`config.mk`:
```
export PLATFORM = sky130hd
export DESIGN_NAME = decode_stage_rf
export DESIGN_NICKNAME = d
export VERILOG_FILES = /design/src/rtl/decode_stage_rf.sv
export SDC_FILE = /design/constraint.sdc
export NUM_CORES = 1
export LEC_CHECK = 0
export ABC_AREA = 0
export CAP_MARGIN = 20
export CORE_ASPECT_RATIO = 1.4
export CORE_UTILIZATION = 57
export CTS_CLUSTER_DIAMETER = 40
export DETAILED_ROUTE_END_ITERATION = 12
export GPL_ROUTABILITY_DRIVEN = 0
export GPL_TIMING_DRIVEN = 0
export PLACE_DENSITY = 0.81
export REMOVE_ABC_BUFFERS = 1
export SYNTH_ARGS = -nofsm -noshare
export SYNTH_HDL_FRONTEND = slang
export SYNTH_SLANG_ARGS = --single-unit
```
`constraint.sdc`:
```
create_clock -name clk -period 10.1 [get_ports clk]
set_input_delay 3.03 -clock clk [delete_from_list [all_inputs] [get_ports clk]]
set_output_delay 3.03 -clock clk [all_outputs]
set_load 0.02 [all_outputs]
```
`src/rtl/decode_stage_rf.sv`:
```
// Decode stage: 16-bit ISA decode, 8-entry register file with writeback bypass,
// RAW scoreboard and a single registered valid/ready output slot.
module decode_stage_rf #(
    parameter int         DATA_W = 16,
    parameter int         PC_W   = 16,
    parameter int         NUM_WB = 2,
    parameter logic [3:0] BR_OP  = 4'hC,
    parameter logic [3:0] ST_OP  = 4'hD
) (
    input  logic                     clk,
    input  logic                     reset,
    input  logic                     flush,
    input  logic                     in_valid,
    output logic                     in_ready,
    input  logic [15:0]              in_instr,
    input  logic [PC_W-1:0]          in_pc,
    input  logic [NUM_WB-1:0]        wb_en,
    input  logic [3*NUM_WB-1:0]      wb_addr,
    input  logic [DATA_W*NUM_WB-1:0] wb_data,
    output logic                     out_valid,
    input  logic                     out_ready,
    output logic [3:0]               out_opcode,
    output logic                     out_imm_flag,
    output logic [2:0]               out_rd,
    output logic                     out_rd_we,
    output logic [DATA_W-1:0]        out_op1,
    output logic [DATA_W-1:0]        out_op2,
    output logic                     out_is_branch,
    output logic [PC_W-1:0]          out_branch_target,
    output logic [PC_W-1:0]          out_pc
);

    typedef struct packed {
        logic [3:0]        opcode;
        logic              imm_flag;
        logic [2:0]        rd;
        logic              rd_we;
        logic [DATA_W-1:0] op1;
        logic [DATA_W-1:0] op2;
        logic              is_branch;
        logic [PC_W-1:0]   branch_target;
        logic [PC_W-1:0]   pc;
    } dec_t;

    logic [DATA_W-1:0] rf [8];
    logic [7:0]        wb_hit;
    logic [DATA_W-1:0] wb_val [8];
    logic [7:0]        pend;
    logic [7:0]        set_mask;
    dec_t              q, d;

    // Collapse the writeback ports into a per-register view; later ports override.
    always_comb begin
        wb_hit = '0;
        for (int r = 0; r < 8; r++) wb_val[r] = '0;
        for (int p = 0; p < NUM_WB; p++) begin
            if (wb_en[p]) begin
                wb_hit[wb_addr[3*p +: 3]] = 1'b1;
                wb_val[wb_addr[3*p +: 3]] = wb_data[DATA_W*p +: DATA_W];
            end
        end
    end

    always_ff @(posedge clk) begin
        for (int r = 1; r < 8; r++)
            if (wb_hit[r]) rf[r] <= wb_val[r];
    end

    logic [3:0]        opc;
    logic              imm_f;
    logic [2:0]        rd, rs1, rs2;
    logic [4:0]        imm5;
    logic [DATA_W-1:0] rs1_val, rs2_val, imm_d;
    logic              use1, use2, busy1, busy2, hazard, cap, out_fire;

    always_comb begin
        opc     = in_instr[15:12];
        imm_f   = in_instr[11];
        rd      = in_instr[10:8];
        rs1     = in_instr[7:5];
        rs2     = in_instr[4:2];
        imm5    = in_instr[4:0];
        imm_d   = {{(DATA_W-5){imm5[4]}}, imm5};
        rs1_val = (rs1 == 3'd0) ? '0 : wb_hit[rs1] ? wb_val[rs1] : rf[rs1];
        rs2_val = (rs2 == 3'd0) ? '0 : wb_hit[rs2] ? wb_val[rs2] : rf[rs2];
        use1    = (opc != 4'd0);
        use2    = (opc != 4'd0) && !imm_f;
        // The held instruction's rd counts as in flight even while it is leaving.
        busy1   = (pend[rs1] && !wb_hit[rs1]) || (out_valid && q.rd_we && q.rd == rs1);
        busy2   = (pend[rs2] && !wb_hit[rs2]) || (out_valid && q.rd_we && q.rd == rs2);
        hazard  = (use1 && busy1) || (use2 && busy2);
        in_ready = !reset && !flush && !hazard && (!out_valid || out_ready);
        cap      = in_valid && in_ready;
        out_fire = out_valid && out_ready;

        d.opcode        = opc;
        d.imm_flag      = imm_f;
        d.rd            = rd;
        d.rd_we         = (opc != 4'd0) && (opc != BR_OP) && (opc != ST_OP) && (rd != 3'd0);
        d.op1           = rs1_val;
        d.op2           = imm_f ? imm_d : rs2_val;
        d.is_branch     = (opc == BR_OP);
        d.branch_target = in_pc + {{(PC_W-5){imm5[4]}}, imm5};
        d.pc            = in_pc;

        set_mask = '0;
        if (out_fire && q.rd_we) set_mask[q.rd] = 1'b1;
    end

    always_ff @(posedge clk or posedge reset) begin
        if (reset) pend <= '0;
        else       pend <= ((pend & ~wb_hit) | set_mask) & 8'hFE;
    end

    always_ff @(posedge clk or posedge reset) begin
        if (reset) begin
            out_valid <= 1'b0;
            q         <= '0;
        end else if (flush) begin
            out_valid <= 1'b0;
        end else if (cap) begin
            out_valid <= 1'b1;
            q         <= d;
        end else if (out_ready) begin
            out_valid <= 1'b0;
        end
    end

    assign out_opcode        = q.opcode;
    assign out_imm_flag      = q.imm_flag;
    assign out_rd            = q.rd;
    assign out_rd_we         = q.rd_we;
    assign out_op1           = q.op1;
    assign out_op2           = q.op2;
    assign out_is_branch     = q.is_branch;
    assign out_branch_target = q.branch_target;
    assign out_pc            = q.pc;

endmodule

```
# Word-level counts from Yosys, hierarchy flattened
# Memory sizes are Yosys's and may differ from the RTL's.
# Index checks and enable logic that the tools add are counted.
# Widths: inputs -> output; s select.
totals:
  mem_bits_rw: 128
  register_bits: 82
  output_inout_bits: 76
  mem_count: 1
  in_bits: 77
memory_table:
  columns: ["name", "words", "word_bits", "rd", "rd_ports_with_merged_regs", "write_ports", "line", "rtl"]
  rows:
  - ["rf", 8, 16, 2, 0, 7, "45", "logic [DATA_W-1:0] rf [8];"]
op_classes:
  bitwise: 10
  n_mux: 52
  n_eq_ne: 5
  n_reduce_logical: 39
  add_sub_neg: 1
  n_lt_le_gt_ge: 14
ops:
  columns: ["op", "count"]
  rows:
  - ["$mux 128", 2]
  - ["$mux 16", 11]
  - ["$and 128x128->128", 1]
  - ["$bwmux 128", 1]
  - ["$bmux 16 s3", 2]
  - ["$demux 16 s3", 2]
  - ["$mux 1", 24]
  - ["$mux 8", 3]
  - ["$logic_and 1x1->1", 22]
  - ["$lt 3x4->1 const B", 5]
  - ["$add 16x16->16", 1]
  - ["$ge 4x4->1 const B", 4]
  - ["$not 3->4", 4]
  - ["$or 8x8->8", 2]
  - ["$bmux 1 s3", 4]
  - ["$demux 1 s3", 3]
  - ["$ge 3x1->1 const B", 3]
  - ["$and 8x8->8", 1]
  - ["$lt 4x1->1 const B", 2]
  - ["$ne 4x4->1 const B", 2]
  - ["$not 8->8", 1]
  - ["$logic_not 1->1", 7]
  - ["$eq 3x3->1", 2]
  - ["$logic_not 3->1", 2]
  - ["other kinds (6)", 10]

# Logic depth before layout (Yosys ltp)
# Gate-level depths: netlist (run 1).
logic_depth:
  ltp_word: 20
  mapped_depth: 11
  depth_no_buf: 10

# Worst setup path after synthesis (run 1)
# Ideal clock, no wire load.
synth_path:
  kind: "input to output"
  startpoint: "input wb_addr[3]"
  endpoint: "output in_ready"
  n_path_buf: 4
  required_ps: 7070
  cell_stages: 10
  t_arrival_ps: 5256
  path_slack_ps: 1814
  cell_sequence: "or4b_1 -> buf_2 -> nor2_2 -> a221oi_1 -> mux4_2 -> buf_6 -> clkbuf_1 -> buf_1 -> a211o_1 -> nand2_1"
synth_between:
  elab_chain_len: 16
  elab_cells_between_ends: 23
  cone_classes: "2 x order compare; 7 x mux; 1 x bitwise; 13 x reduce/logical"
synth_lines:
  columns: ["item", "line", "rtl"]
  rows:
  - ["start: declaration", "18", "input logic [3*NUM_WB-1:0] wb_addr,"]
  - ["$lt 3x4->1 (implied by the code) / $ge 3x1->1 (equally long branches)", "58", "wb_hit[wb_addr[3*p +: 3]] = 1'b1;"]
  - ["$logic_and 1x1->1 (implied by the code)", "58", null]
  - ["$mux 1 (implied by the code)", "58", null]
  - ["$demux 1 s3 *", "58", null]
  - ["$or 8x8->8 (no source line) *", null, null]
  - ["$mux 8 *", "57", "if (wb_en[p]) begin"]
  - ["$bmux 1 s3, on equally long branches", "89, 90", null]
  - ["$mux 1, on equally long branches", "89, 90", null]
  - ["$logic_not 1->1, on equally long branches", "89, 90", null]
  - ["$logic_and 1x1->1, on equally long branches", "89, 90", null]
  - ["$logic_or 1x1->1, on equally long branches", "89, 90", null]
  - ["$logic_and 1x1->1", "91", "hazard = (use1 && busy1) || (use2 && busy2);"]
  - ["$logic_or 1x1->1 *", "91", null]
  - ["$logic_not 1->1 *", "92", "in_ready = !reset && !flush && !hazard && (!out_valid || out_ready);"]
  - ["$logic_and 1x1->1 * (2 in series)", "92", null]
  - ["end: declaration", "14", "output logic in_ready,"]
# Mark *: on every way between the ends. The rest lies on a longest branch, timed or not. The select of a mux whose other input is x is not followed.

# Worst setup path after layout (run 1)
# Same ends and word-level chain as after synthesis.

==> results.ini, run 1 <==
[flow_run]
cap_violations = 0

[pwr]
peakVddDrop_uv = 137
p_leak_nw = 5.73
p_per_area_nw_per_um2 = 162

[finish]
seq_area_um2 = 5420
drive_above_1_share = 0.188
multi_input_area_um2 = 7190
nNetsFinal = 1266
syn_to_final_growth_pct = 18.5
fill_cells = 1628
diodes = 0
finish.utilization = 0.691

[clock_network]
path_clk_slew_ns = 0.07
cts.path.max_buffers = 2
cts_sinks = 194
h-tree-depth = 4
numCtsBuffers = 17
clk_latency_ns = 0.45
cts_hold_buf = 0
cts_tree = yes
ctsRootBufferMaster = clkbuf_16

[synthesis]
synthArstFlopShare = 0.423
yosysMostFrequentCell = edfxtp_1
synth.cell_area_um2 = 13200
ys_warn_count = 0
synth_area_leaders = edfxtp_1 25%, mux4_2 17%, dfrtp_1 16%, a22o_1 7.4%, mux2i_1 3.9%
ys.flop_type = edfxtp_1
yosys.area.top_type_share = 0.255
seq_area_frac_synth = 0.410
syn_inst = 1111
synth_top_area_cell = edfxtp_1
avgSynthCellArea_um2 = 11.9
synth-edff-count = 112
ys_seq_elements = 194
yosysUniqueCellTypes = 74
synth_common_cells = 112 x edfxtp_1, 111 x a22o_1, 97 x mux4_2, 82 x dfrtp_1, 78 x clkbuf_1

[worst_setup_path]
critPathArrivalTime_ns = 6.93
required_ns = 7.07
worst-path-max-fanout = 36
r2r_slack_ns = 6.81
rr_endpoint = out_op1[3]
crit_type = in2out
rr_startpoint = out_rd[0]
r2r_cells = 6
cp-end-kind = primary output
worstSetupStartpointType = input pin

[timing]
hold_viol_final = 0
finalSetupViolCount = 0
clock-skew-final_ns = 0.0106
rsz0062_at_grt = no
tightest_slew_ns = 1.22
finalMaxSlewViolations = 0
period_minus_slack_ns = 9.96
period_share = 0.986
fin_tns_setup_ns = 0
slew-limit-headroom = 0.182
fmax_ghz = 0.100

[global_route]
grt_overflow = 0
use_met2 = 0.579
top_usage_layer = met2
grt_start_max_net_pins = 75
track_usage = 0.351
grt_pass1_vias = 11013
antenna_found_initial = 0
met1_usage = 0.416
gr-usage-met3 = 0.0745
grt_pass1_wl_um = 61300

[hold_path]
holdPathEnd = out_op1[6]
whs_path_depth = 1
hp-class = reg2reg
worstHoldStart = out_op1[6]

[route]
ant_nets = 0
drt_first_pass_iters = 9
drt-total-wl_um = 40500
drc_errors = 0
via_per_inst = 7.36
vias = 10943
first_iter_violations = 1334
routedWlPerCell_um = 27.2

[floorplanning]
rows = 65
core_area_um2 = 22600
die-area_um2 = 23800
die_w_um = 131
start_util = 0.584
io_pins = 153
die_h_um = 182

[place]
dp_hpwl_um = 26000
port_buffers = 152

[run_status]
status = finished clean

==> logic make-up after synthesis <==
logic type,synth area share
and+or+nand+nor,0.0884
xor gates and xnor gates,0.0133
adders and majority gates,0.0157
AOI/OAI and AO/OA,0.172
buffers and inverters,0.0525
DFF,0.410
muxes,0.248
==> routing by layer <==
layer	share of wire	up-vias	wire length [µm]
li1	-	4553	-
met1	0.33	5277	13300
met2	0.49	888	19800
met3	0.11	225	4630
met4	0.066	0	2690
met5	0	-	0
==> timing repair <==
action	in CTS	in global routing
endpoints found under the setup margin	1	0
resized for setup	4	0
buffers inserted	0	0
==> worst max path at each step <==
| stage | depth (start not counted) | endpoint | slack, ns | startpoint |
|---|---|---|---|---|
| CTS | 7 | in_ready | 0.24 | wb_addr[3] |
| floorplan | 5 | in_ready | 1.10 | wb_en[1] |
| detailed placement | 7 | in_ready | -0.09 | wb_addr[3] |
| finish | 7 | in_ready | 0.14 | wb_addr[3] |
| global route | 7 | in_ready | 0.06 | wb_addr[3] |
| global placement | 8 | in_ready | -3.00 | in_instr[2] |
==> worst max-delay path, stage by stage <==
cell and delay (ns):
clkdlybuf4s50_1 0.86, and4b_2 0.78, a221oi_1 0.17, mux4_2 0.95, a211o_1 0.41, nand2_1 0.08
clkdlybuf4s50_1 0.64
==> power by group <==
group / internal, mW / leakage [nW] / switching (mW)
Combinational: 0.386 / 3.58 / 0.411
Clock: 0.391 / 0.277 / 0.311
Sequential: 0.966 / 1.87 / 0.0734
Total: 1.74 / 5.73 / 0.795
==> sequential cells by signal, indices dropped and copies added (netlist names) <==
name	count
out_rd_we	1
out_pc	16
rf	112
out_imm_flag	1
out_branch_target	16
out_valid	1
pend	7
out_opcode	4
out_is_branch	1
out_rd	3
out_op2	16
out_op1	16
==> cell usage in the layout, fill, tap and decap left out, types with 10 or more instances in the layout <==
cell	synthesis	routed
xnor2_1	12	12
buf_8	2	10
mux4_2	97	97
a22o_1	111	111
o21ai_0	23	23
nand3_1	46	46
dfrtp_1	82	82
o32ai_1	14	14
a31oi_1	17	17
clkdlybuf4s50_1	0	147
edfxtp_1	112	112
nand2_1	50	50
nor3_1	10	10
inv_1	27	26
o41ai_1	10	10
mux2_1	17	17
mux2i_1	51	51
a211oi_1	35	35
a21oi_1	31	31
nor2_1	65	60
ha_1	15	15
clkbuf_16	0	17
mux2_2	34	34
==> area by class of cell <==
| cell class | count | share of cell area |
|---|---|---|
| clock buffers | 20 | 0.0279 |
| clock inverters | 12 | 0.00992 |
| inverters | 28 | 0.00696 |
| multi-input cells | 755 | 0.460 |
| flip-flops and latches | 194 | 0.346 |
| well taps | 301 | 0.0241 |
| repair buffers | 177 | 0.124 |
==> per-stage QoR <==
| step | worst slack [ns] | instances | hold WS, ns | total power, mW | area [µm²] |
|---|---|---|---|---|---|
| 6_report | 0.139 | 1487 | 0.486 | 2.54 | 15600 |
| 3_3_place_gp | -3.00 | 1430 | 0.467 | 1.82 | 14500 |
| 5_1_grt | 0.0588 | 1487 | 0.502 | 2.63 | 15600 |
| 3_5_place_dp | -0.0871 | 1454 | 0.474 | 1.84 | 15000 |
| 4_1_cts | 0.236 | 1486 | 0.490 | 2.53 | 15600 |
| 2_1_floorplan | 1.10 | 977 | 0.485 | 1.45 | 12600 |
(Power assumes the default switching activity.)
==> run 2: changes to the inputs <==
DONT_BUFFER_PORTS = 1   (was not set)
PLACE_DENSITY = 0.72   (was 0.81)
==> results.ini, run 2 (synthesized netlist as in run 1, its figures left out) <==
[timing]
fmax_ghz = 0.112  ; +12%
tightest_slew_ns = 1.21  ; -0.00957 ns
rsz0062_at_grt = no
finalSetupViolCount = 0  ; unchanged
period_share = 0.882  ; -0.104
hold_viol_final = 0  ; unchanged
slew-limit-headroom = 0.189  ; +0.00775
finalMaxSlewViolations = 0  ; unchanged
clock-skew-final_ns = 0.00947  ; -0.00113 ns
period_minus_slack_ns = 8.91  ; -1.05 ns

[global_route]
antenna_found_initial = 0  ; unchanged
grt_overflow = 0  ; unchanged
grt_start_max_net_pins = 92  ; +23%
grt_pass1_vias = 9899  ; -10%
track_usage = 0.337  ; -0.0137
grt_pass1_wl_um = 58300  ; -4.9%

[route]
drt_first_pass_iters = 6  ; -3
via_per_inst = 7.54  ; +2.5%
first_iter_violations = 1079  ; -19%
ant_nets = 0  ; unchanged
drc_errors = 0  ; unchanged
vias = 10035  ; -8.3%
drt-total-wl_um = 38800  ; -4.2%
routedWlPerCell_um = 29.1  ; +7.0%

[clock_network]
clk_latency_ns = 0.45  ; about the same
numCtsBuffers = 17  ; unchanged
post-cts-setup-buffers = 0  ; unchanged
path_clk_slew_ns = 0.07  ; about the same
cts.path.max_buffers = 2  ; unchanged
cts_hold_buf = 0  ; unchanged
cts_resized = 0  ; -4
cts_sinks = 194  ; unchanged
h-tree-depth = 4  ; unchanged
cts_tree = yes
ctsRootBufferMaster = clkbuf_16

[floorplanning]
rows = 65  ; unchanged
die_h_um = 182  ; unchanged
start_util = 0.584  ; unchanged
io_pins = 153  ; unchanged
die-area_um2 = 23800  ; unchanged
die_w_um = 131  ; unchanged
core_area_um2 = 22600  ; unchanged

[finish]
drive_above_1_share = 0.207  ; +0.0188
final_cell_mix = 112 x edfxtp_1, 111 x a22o_1, 97 x mux4_2
syn_to_final_growth_pct = 5.94
fin_cells = 1331  ; -10%
diodes = 0  ; unchanged
fin_area_um2 = 14000  ; -11%
final_common_cell = edfxtp_1
nNetsFinal = 1110  ; -12%
largest_reg_flops = 112  ; unchanged
largest-register = rf

[worst_setup_path]
cp-end-kind = primary output
worst-path-max-fanout = 36  ; unchanged
required_ns = 7.07  ; about the same
worstSetupStartpointType = input pin
crit_type = in2out
critPathArrivalTime_ns = 5.88  ; -1.05 ns

[place]
place_area_um2 = 13400  ; -11%
port_buffers = 0  ; -100%
dp.cells = 1299  ; -11%
dp_hpwl_um = 24500  ; -6.0%

[run_status]
status = finished clean

[pwr]
peakVddDrop_uv = 123  ; -11%
p_leak_nw = 5.09  ; -11%
finalPower_mw = 2.22  ; -13%
p_per_area_nw_per_um2 = 159  ; -2.2%

[hold_path]
hp-class = reg2reg

[flow_run]
cap_violations = 0  ; unchanged

## run 2: cell types whose count changed in the layout (fill, tap and decap cells not counted), sizes merged
cell           before  now
buf                30   21
bufinv              3    0
clkbuf             20   23
clkdlybuf4s50     147    0
clkinvlp            4    1
inv                30   33
## run 2: path summary, 6_finish.rpt
check / endpoint / start / slack, ns / cells after the start
worst max-delay path: in_ready / wb_addr[5] / 1.19 / 5
worst min-delay path: pend[6] / pend[6] / 0.55 / 2
worst max register to register: out_op1[14] / out_rd[0] / 6.68 / 6
worst min register to register: pend[6] / pend[6] / 0.55 / 2
max in group asynchronous: out_pc[3] / reset / 7.02 / 2
min in group asynchronous: out_rd[1] / reset / 2.45 / 1
## run 2: final cells by class
| class | count | area, µm² |
|---|---|---|
| clock inverter | 9 | 63.8 |
| clock buffer | 23 | 514 |
| tap | 301 | 377 |
| timing repair buffer | 21 | 314 |
| fill | 1795 | 8630 |
| multi-input combinational | 755 | 7190 |
| sequential | 194 | 5420 |
| inverter | 28 | 108 |
## run 2: per-stage QoR
stage / setup slack (ns) / hold WS (ns) / setup TNS, ns / utilization
2_1_floorplan: 1.10 / 0.485 / 0 / -
3_5_place_dp: 1.24 / 0.529 / 0 / 0.593
5_1_grt: 1.17 / 0.588 / 0 / 0.618
6_report: 1.19 / 0.552 / 0 / 0.618
4_1_cts: 1.23 / 0.547 / 0 / 0.618
3_3_place_gp: -1.15 / 0.521 / -5.14 / 0.574
## run 2: where the power goes
part           switching (mW)  internal (mW)  leakage (nW)  total, mW
logic                   0.173          0.191          2.93      0.363
registers               0.214          0.966          1.87       1.18
clock network           0.314          0.363         0.289      0.677
## run 2: worst max-delay path: stages
cell      delay, ns
and4b_1        1.03
a221oi_1       0.19
mux4_2         0.99
a211o_1        0.41
nand2_1        0.21
## run 2: per-layer routing
metal,GRT usage,vias to the layer above,routed length (µm)
met1,0.405,4978,13200
met2,0.559,654,19300
met5,0,-,0
met4,0.171,0,1800
met3,0.0801,145,4400
li1,-,4258,-
==> run 3: changes to the inputs <==
PLACE_DENSITY = not set   (was 0.72)
PLACE_DENSITY_LB_ADDON = 0.05   (was not set)
==> results.ini, run 3 (synthesized netlist as in run 1, its figures left out) <==
[clock_network]
path_clk_slew_ns = 0.07  ; about the same
cts_hold_buf = 0  ; unchanged
post-cts-setup-buffers = 0  ; unchanged
h-tree-depth = 4  ; unchanged
cts_resized = 0  ; unchanged
cts_sinks = 194  ; unchanged
clk_latency_ns = 0.45  ; about the same
cts.path.max_buffers = 2  ; unchanged
ctsRootBufferMaster = clkbuf_16
cts_tree = yes
numCtsBuffers = 17  ; unchanged

[global_route]
grt_overflow = 0  ; unchanged
grt_start_max_net_pins = 92  ; unchanged
track_usage = 0.353  ; +0.0161
antenna_found_initial = 0  ; unchanged
grt_pass1_vias = 10276  ; +3.8%
grt_pass1_wl_um = 60100  ; +3.1%

[pwr]
peakVddDrop_uv = 121  ; -1.2%
pwr-share-seq = 0.530  ; about the same
power_frac_clock = 0.306  ; about the same
finalPower_mw = 2.23  ; +0.43%
p_int_mw = 1.53  ; +0.55%
p_sw_mw = 0.702  ; +0.16%
p_leak_nw = 5.11  ; +0.38%
p_per_area_nw_per_um2 = 159  ; about the same
switching_share = 0.315  ; -0.000826
pwr-share-comb = 0.163  ; about the same

[worst_setup_path]
crit_chain = or4b_1 > nor2_2 > a221oi_1 > mux4_2 > a211o_1 > nand2_1
critPathArrivalTime_ns = 5.86  ; -0.02 ns
required_ns = 7.07  ; about the same
worst-path-max-fanout = 36  ; unchanged
cp-end-kind = primary output
slowest_delay_ns = 1.02  ; about the same
crit_type = in2out
cp_slowest_cell = or4b_1
worstSetupStartpointType = input pin

[finish]
fill_cells = 1854  ; +3.3%
drive_above_1_share = 0.206  ; -0.000601
final_common_cell = edfxtp_1
final_cell_mix = 112 x edfxtp_1, 111 x a22o_1, 97 x mux4_2
syn_to_final_growth_pct = 6.41
finish.utilization = 0.621  ; +0.00277
fin_cells = 1334  ; +0.23%
largest-register = rf
largest_reg_flops = 112  ; unchanged
nNetsFinal = 1113  ; +0.27%
diodes = 0  ; unchanged

[timing]
slew-limit-headroom = 0.165  ; -0.0249
finalSetupViolCount = 0  ; unchanged
clock-skew-final_ns = 0.00923  ; -0.000243 ns
tightest_slew_ns = 1.25  ; +0.0352 ns
hold_viol_final = 0  ; unchanged
fin_ws_ns = 1.21  ; +0.0175 ns
finalMaxSlewViolations = 0  ; unchanged
period_share = 0.880  ; -0.00173
rsz0062_at_grt = no
fmax_ghz = 0.112  ; +0.20%
period_minus_slack_ns = 8.89  ; -0.0175 ns
fin_tns_setup_ns = 0  ; unchanged

[route]
drt_first_pass_iters = 5  ; -1
first_iter_violations = 929  ; -14%
drc_errors = 0  ; unchanged
ant_nets = 0  ; unchanged
via_per_inst = 7.46  ; -1.1%
routedWlPerCell_um = 30.2  ; +3.7%
vias = 9945  ; -0.90%
drt-total-wl_um = 40300  ; +4.0%

[floorplanning]
io_pins = 153  ; unchanged
die-area_um2 = 23800  ; unchanged
die_w_um = 131  ; unchanged
core_area_um2 = 22600  ; unchanged
rows = 65  ; unchanged
start_util = 0.584  ; unchanged
die_h_um = 182  ; unchanged

[run_status]
status = finished clean

[hold_path]
hp-class = reg2reg

[place]
dp.cells = 1301  ; +0.15%
place_ws_ns = 1.23  ; -0.0115 ns
port_buffers = 0  ; unchanged
dp_hpwl_um = 25000  ; +2.3%

[flow_run]
cap_violations = 0  ; unchanged

[run 3: power by group through the flow]
| stage | combinational [mW] | clock (mW) | sequential (mW) |
|---|---|---|---|
| 6_report | 0.364 | 0.683 | 1.18 |
| 3_3_place_gp | 0.345 | 0 | 1.20 |
| 4_1_cts | 0.364 | 0.689 | 1.18 |
| 3_5_place_dp | 0.363 | 0 | 1.20 |
| 5_1_grt | 0.394 | 0.718 | 1.20 |
| 2_1_floorplan | 0.280 | 0 | 1.17 |
[run 3: area by class of cell]
class,instances,area (µm²),share of cell area
multi-input cells,755,7190,0.512
inverters,28,108,0.00766
flip-flops and latches,194,5420,0.386
clock inverters,14,136,0.00971
repair buffers,24,379,0.0270
clock buffers,18,439,0.0313
well taps,301,377,0.0268
[run 3: final timing paths]
path | start | to | slack, ns | depth (start not counted)
setup / recovery | wb_addr[3] | in_ready | 1.21 | 6
hold / removal | pend[7] | pend[7] | 0.55 | 2
setup reg to reg | out_rd[2] | out_rd[0] | 6.65 | 6
hold reg to reg | pend[7] | pend[7] | 0.55 | 2
max in group asynchronous | reset | out_op1[13] | 7.03 | 2
min in group asynchronous | reset | out_rd[0] | 2.44 | 1
[run 3: metrics by stage]
| stage | hold slack, ns | area (µm²) |
|---|---|---|
| detailed placement | 0.526 | 13400 |
| global placement | 0.522 | 13000 |
| finish | 0.546 | 14000 |
| global route | 0.565 | 14000 |
| CTS | 0.544 | 14000 |
| floorplan | 0.485 | 12600 |
[run 3: critical path, delay by kind of cell]
family / cells / cell delay [ns]
AND/OR/NAND/NOR: 3 / 1.43
multiplexers: 1 / 0.92
AO/OA/AOI/OAI: 2 / 0.47
[run 3: layer usage]
metal	global-route usage	vias up	routed length (µm)
li1	-	4241	-
met1	0.413	4985	14000
met2	0.601	580	20400
met3	0.0745	139	3880
met4	0.187	0	2020
met5	0	-	0
